<file path="src/rtl/seg_cathode_scanner_pkg.sv">
// Shared widths, blank pattern and hex-to-segment decode for the cathode scanner.
// Segment order is {g,f,e,d,c,b,a}; a 0 bit lights the segment.
package seg_cathode_scanner_pkg;

    localparam int DATA_W = 8;
    localparam int SEG_W  = 7;

    localparam logic [SEG_W-1:0] SEG_BLANK = 7'h7F;

    function automatic logic [SEG_W-1:0] seg_decode(input logic [3:0] hex);
        logic [SEG_W-1:0] pat;
        case (hex)
            4'h0:    pat = 7'h40;
            4'h1:    pat = 7'h79;
            4'h2:    pat = 7'h24;
            4'h3:    pat = 7'h30;
            4'h4:    pat = 7'h19;
            4'h5:    pat = 7'h12;
            4'h6:    pat = 7'h02;
            4'h7:    pat = 7'h78;
            4'h8:    pat = 7'h00;
            4'h9:    pat = 7'h10;
            4'hA:    pat = 7'h08;
            4'hB:    pat = 7'h03;
            4'hC:    pat = 7'h46;
            4'hD:    pat = 7'h21;
            4'hE:    pat = 7'h06;
            4'hF:    pat = 7'h0E;
            default: pat = SEG_BLANK;
        endcase
        return pat;
    endfunction

endpackage

</file>
<file path="src/rtl/seg_cathode_scanner_hex_to_seg7.sv">
// Combinational 4-bit hex digit to active-low 7-segment pattern.
module hex_to_seg7
    import seg_cathode_scanner_pkg::*;
(
    input  logic [3:0]       hex_i,
    output logic [SEG_W-1:0] seg_n_o
);

    // Pure table lookup
    always_comb begin
        seg_n_o = seg_decode(hex_i);
    end

endmodule

</file>
<file path="src/rtl/seg_cathode_scanner.sv">
// Two-digit cathode driver: pending slot, frame-boundary commit, pattern registers, output mux, err flag.
// Optional LEADING_ZERO_BLANK_EN blanks digit1 when its nibble is zero.
module seg_cathode_scanner
    import seg_cathode_scanner_pkg::*;
(
    input  logic              clk,
    input  logic              reset,
    input  logic              in_valid,
    input  logic [DATA_W-1:0] in_data,
    output logic              in_ready,
    input  logic              an0_n,
    input  logic              an1_n,
    output logic [SEG_W-1:0]  seg_n,
    output logic              err
);

    logic              an1_q;
    logic [DATA_W-1:0] pend_q, pend_d;
    logic              pend_full_q, pend_full_d;
    logic [SEG_W-1:0]  pat0_q, pat0_d, pat1_q, pat1_d;
    logic              disp_valid_q, disp_valid_d;
    logic              err_q, err_d;
    logic              commit_s, accept_s;
    logic [SEG_W-1:0]  dec0_s, dec1_s, dig1_pat_s;

    hex_to_seg7 u_dec0 (.hex_i(pend_q[3:0]), .seg_n_o(dec0_s));
    hex_to_seg7 u_dec1 (.hex_i(pend_q[7:4]), .seg_n_o(dec1_s));

`ifdef LEADING_ZERO_BLANK_EN
    assign dig1_pat_s = (pend_q[7:4] == 4'h0) ? SEG_BLANK : dec1_s;
`else
    assign dig1_pat_s = dec1_s;
`endif

    // Frame boundary is the rising edge of an1_n; a commit frees the slot in the same cycle
    assign commit_s = ~an1_q & an1_n;
    assign in_ready = ~pend_full_q | commit_s;
    assign accept_s = in_valid & in_ready;

    // Next-state for pending slot, display patterns and error flag
    always_comb begin
        pend_d       = pend_q;
        pend_full_d  = pend_full_q;
        pat0_d       = pat0_q;
        pat1_d       = pat1_q;
        disp_valid_d = disp_valid_q;
        err_d        = err_q | (~an0_n & ~an1_n);
        if (commit_s && pend_full_q) begin
            pat0_d       = dec0_s;
            pat1_d       = dig1_pat_s;
            disp_valid_d = 1'b1;
        end else begin
            disp_valid_d = disp_valid_q;
        end
        if (accept_s) begin
            pend_d      = in_data;
            pend_full_d = 1'b1;
        end else if (commit_s) begin
            pend_full_d = 1'b0;
        end else begin
            pend_full_d = pend_full_q;
        end
    end

    // State registers
    always_ff @(posedge clk or posedge reset) begin
        if (reset) begin
            an1_q        <= 1'b1;
            pend_q       <= 8'h00;
            pend_full_q  <= 1'b0;
            pat0_q       <= SEG_BLANK;
            pat1_q       <= SEG_BLANK;
            disp_valid_q <= 1'b0;
            err_q        <= 1'b0;
        end else begin
            an1_q        <= an1_n;
            pend_q       <= pend_d;
            pend_full_q  <= pend_full_d;
            pat0_q       <= pat0_d;
            pat1_q       <= pat1_d;
            disp_valid_q <= disp_valid_d;
            err_q        <= err_d;
        end
    end

    // Output mux of registered patterns; overlapping or idle strobes stay blank
    always_comb begin
        seg_n = SEG_BLANK;
        if (disp_valid_q && !an0_n && an1_n) begin
            seg_n = pat0_q;
        end else if (disp_valid_q && !an1_n && an0_n) begin
            seg_n = pat1_q;
        end else begin
            seg_n = SEG_BLANK;
        end
    end

    assign err = err_q;

endmodule

</file>
<file path="config.mk">
export PLATFORM = sky130hd
export DESIGN_NAME = seg_cathode_scanner
export DESIGN_NICKNAME = d
export VERILOG_FILES = /design/src/rtl/seg_cathode_scanner_pkg.sv /design/src/rtl/seg_cathode_scanner_hex_to_seg7.sv /design/src/rtl/seg_cathode_scanner.sv
export SDC_FILE = /design/constraint.sdc
export NUM_CORES = 1
export LEC_CHECK = 0
export BUFFER_PORTS_ARGS = -buffer_cell sky130_fd_sc_hd__buf_2
export CORE_MARGIN = 1
export CORE_UTILIZATION = 60
export CTS_CLUSTER_DIAMETER = 80
export DETAILED_ROUTE_END_ITERATION = 10
export GPL_ROUTABILITY_DRIVEN = 0
export PLACE_DENSITY_LB_ADDON = 0.05
export SLEW_MARGIN = 25
export SYNTH_ARGS = -nofsm -noshare
export SYNTH_HDL_FRONTEND = slang
export SYNTH_SLANG_ARGS = --single-unit
</file>
<file path="constraint.sdc">
create_clock -name clk -period 3.3 [get_ports clk]
set_input_delay 0.495 -clock clk [delete_from_list [all_inputs] [get_ports clk]]
set_output_delay 0.495 -clock clk [all_outputs]
set_load 0.02 [all_outputs]
</file>
==> impl_metrics.csv <==
group,metric,value,unit
outcome,status,"complete, no violations",
finish,regArea,669.4,µm²
finish,antenna_cells,0,
floorplanning,fp.dieH,53.99,µm
cts,post-cts-setup-buffers,0,
grt,grt_pass1_vias,1004,
placed_design,io_buffers,21,
cts,clockRootBuffer,"clkbuf_4",
finish,nFillCells,203,
synth,synth_area_leaders,"dfstp_2, dfrtp_1, ha_1",
finish,layout-drive-gt1-share,35.71,%
timing,rsz0062_at_grt,"false",
setup_path,worstReg2RegEnd,"pat0_q[3]",
floorplanning,coreArea,2522,µm²
timing,whs,0.1699,ns
power_and_ir_drop,ir_drop,0.5262,mV
setup_path,crit_path_start_kind,"flop",
timing,max_freq,549.1,MHz
synth,yosys.area.top_type,"dfstp_2",
synth,synth_seq_cells,26,
routing,routed_wl,3.118,mm
power_and_ir_drop,leakage,0.7830,nW
routing,drtAntennaViolNets,0,
timing,setup_viol,0,
floorplanning,io_pins,22,
cts,ctsHoldBuffers,0,
timing,hold_violations,0,
timing,post-route-period-util,55.19,%
floorplanning,dieArea,2914,µm²
cts,tritoncts,"yes",
timing,period_needed,1.821,ns
synth,synth_cell_types,35,
cts,clk_latency,0.33,ns
synth,synth_edf_count,0,
timing,worst_slew_pin_slew,0.5988,ns
floorplanning,start_util,64.29,%
setup_path,worstReg2RegStart,"pend_q[0]",
hold_path,hp-class,"input pin to asynchronous set/reset pin",
synth,yosysMostFrequentCell,"nand2_1",
setup_path,cp_max_fo,8,
routing,routed-via-count,1143,
routing,wl_per_cell,15.75,µm
finish,utilization,69.49,%
setup_path,end_kind,"flop",
synth,synthFlopType,"dfstp_2",
synth,synthTopCellsByCount,"nand2_1, dfstp_2, ha_1",
setup_path,required,3.57,ns
synth,synth.avg_cell_area,10.60,µm²
placed_design,dpl.hpwl,2.322,mm
synth,synthArstFlopShare,100.0,%
timing,setup_tns,0,ns
finish,syn_to_final_growth,8.102,%
timing,drv_slew,0,
floorplanning,chipWidth,53.99,µm
finish,multiInputGateArea,854.6,µm²
synth,yosysSeqAreaShare,41.28,%
power_and_ir_drop,power_density,626.9,nW/µm²
flow_run,maxCapViolCount,0,
synth,syn_area,1622,µm²
grt,track_usage,23.87,%
synth,ys_warn_count,0,
placed_design,dp_slack,1.503,ns
setup_path,cp.arrival,2.09,ns
setup_path,ff2ff_setup_slack,1.48,ns
timing,finClkSkew,0.009576,ns
setup_path,ff2ff_path_depth,5,
finish,fin_nets,196,
synth,synth_top_area_share,24.31,%
cts,cts_resized,0,
cts,ctsHtreeMaxLevel,1,
routing,drc,0,
cts,cts_made_buffers,3,
timing,setup_ws,1.479,ns
routing,vias_per_cell,5.773,
synth,synth_nets,180,
setup_path,path_class,"flop to flop",
timing,relSlewSlack,59.96,%
grt,grt_pass1_wl,4.823,mm
floorplanning,rows,18,
routing,drtPass1Iterations,4,
cts,ctsLongestPathBuffers,2,
cts,cts.clk_slew.worst_paths,0.15,ns
grt,overflow,0,
cts,cts.sinks,26,
grt,antenna_found_initial,0,
synth,syn_inst,153,
routing,drt_iter0_markers,12,
grt,grt_max_degree,27,
==> metal layers <==
metal,vias to the layer above,part of all wire (%),GRT usage (%)
met2,25,48,40.33
met1,554,47,31.14
met4,0,0.87,8.974
met5,-,0,0
li1,560,-,-
met3,4,3.6,2.825
==> state kept, by name, indices dropped and copies added (netlist names) <==
register      count
pend_q            8
pat0_q            7
pat1_q            7
an1_q             1
disp_valid_q      1
err               1
pend_full_q       1
==> area by class of cell <==
type	count	area share [%]
inverter	9	1.927
sequential	26	38.19
timing repair buffer	21	5.996
clock buffer	3	1.285
tap	30	2.141
multi-input combinational	108	48.75
clock inverter	1	1.713
==> worst max-delay path: stages (launching register included) <==
cell and delay, ns:
dfrtp_1 0.51, inv_1 0.16, ha_1 0.33, inv_1 0.04, mux4_2 0.45, mux2_4 0.27
==> through the flow <==
stage	instances	total power [mW]	cell area, µm²
floorplan	153	0.7990	1622
finish	198	1.099	1753
global route	198	1.167	1753
global placement	194	0.8583	1700
detailed placement	194	0.8802	1700
CTS	198	1.101	1753
==> placed cells by master (no fill, tap or decap), drive strengths merged, types with 2 or more instances in the layout <==
| cell type | count |
|---|---|
| o22ai | 7 |
| o211ai | 2 |
| mux4 | 2 |
| mux2i | 5 |
| clkbuf | 3 |
| nand3b | 2 |
| nand2b | 6 |
| dfstp | 15 |
| nand2 | 20 |
| a21oi | 5 |
| dfrtp | 11 |
| ha | 14 |
| inv | 9 |
| buf | 21 |
| mux2 | 15 |
| a31oi | 4 |
| o21ai | 7 |
| nor2 | 4 |
| nor2b | 2 |
==> kinds of logic (layout without fill, tap and decap cells) <==
family                   count (synthesis)  count (layout)  share of synthesized area (%)
multiplexers                            22              22                          16.74
AND/OR/NAND/NOR                         39              39                          11.57
buffers and inverters                   19              34                          6.018
flip-flops                              26              26                          41.28
adder cells (fa/ha/maj)                 14              14                          10.80
AO/OA/AOI/OAI                           33              33                          13.58
==> power breakdown <==
group | internal, mW | switching [mW] | total [mW]
Sequential | 0.435 | 0.0949 | 0.530
Combinational | 0.179 | 0.165 | 0.344
Clock | 0.123 | 0.102 | 0.225
Total | 0.738 | 0.361 | 1.10
==> how the worst max path moves through the flow <==
stage,start,endpoint,slack (ns),depth (start not counted)
2_1_floorplan,pend_q[0],pat0_q[3],1.67,5
3_3_place_gp,an1_n,seg_n[1],1.53,5
3_5_place_dp,an0_n,seg_n[4],1.50,5
4_1_cts,pend_q[0],pat0_q[3],1.48,5
5_1_grt,pend_q[0],pat0_q[3],1.36,5
6_report,pend_q[0],pat0_q[3],1.48,5
No activity file was read; power rests on OpenSTA's default activity.
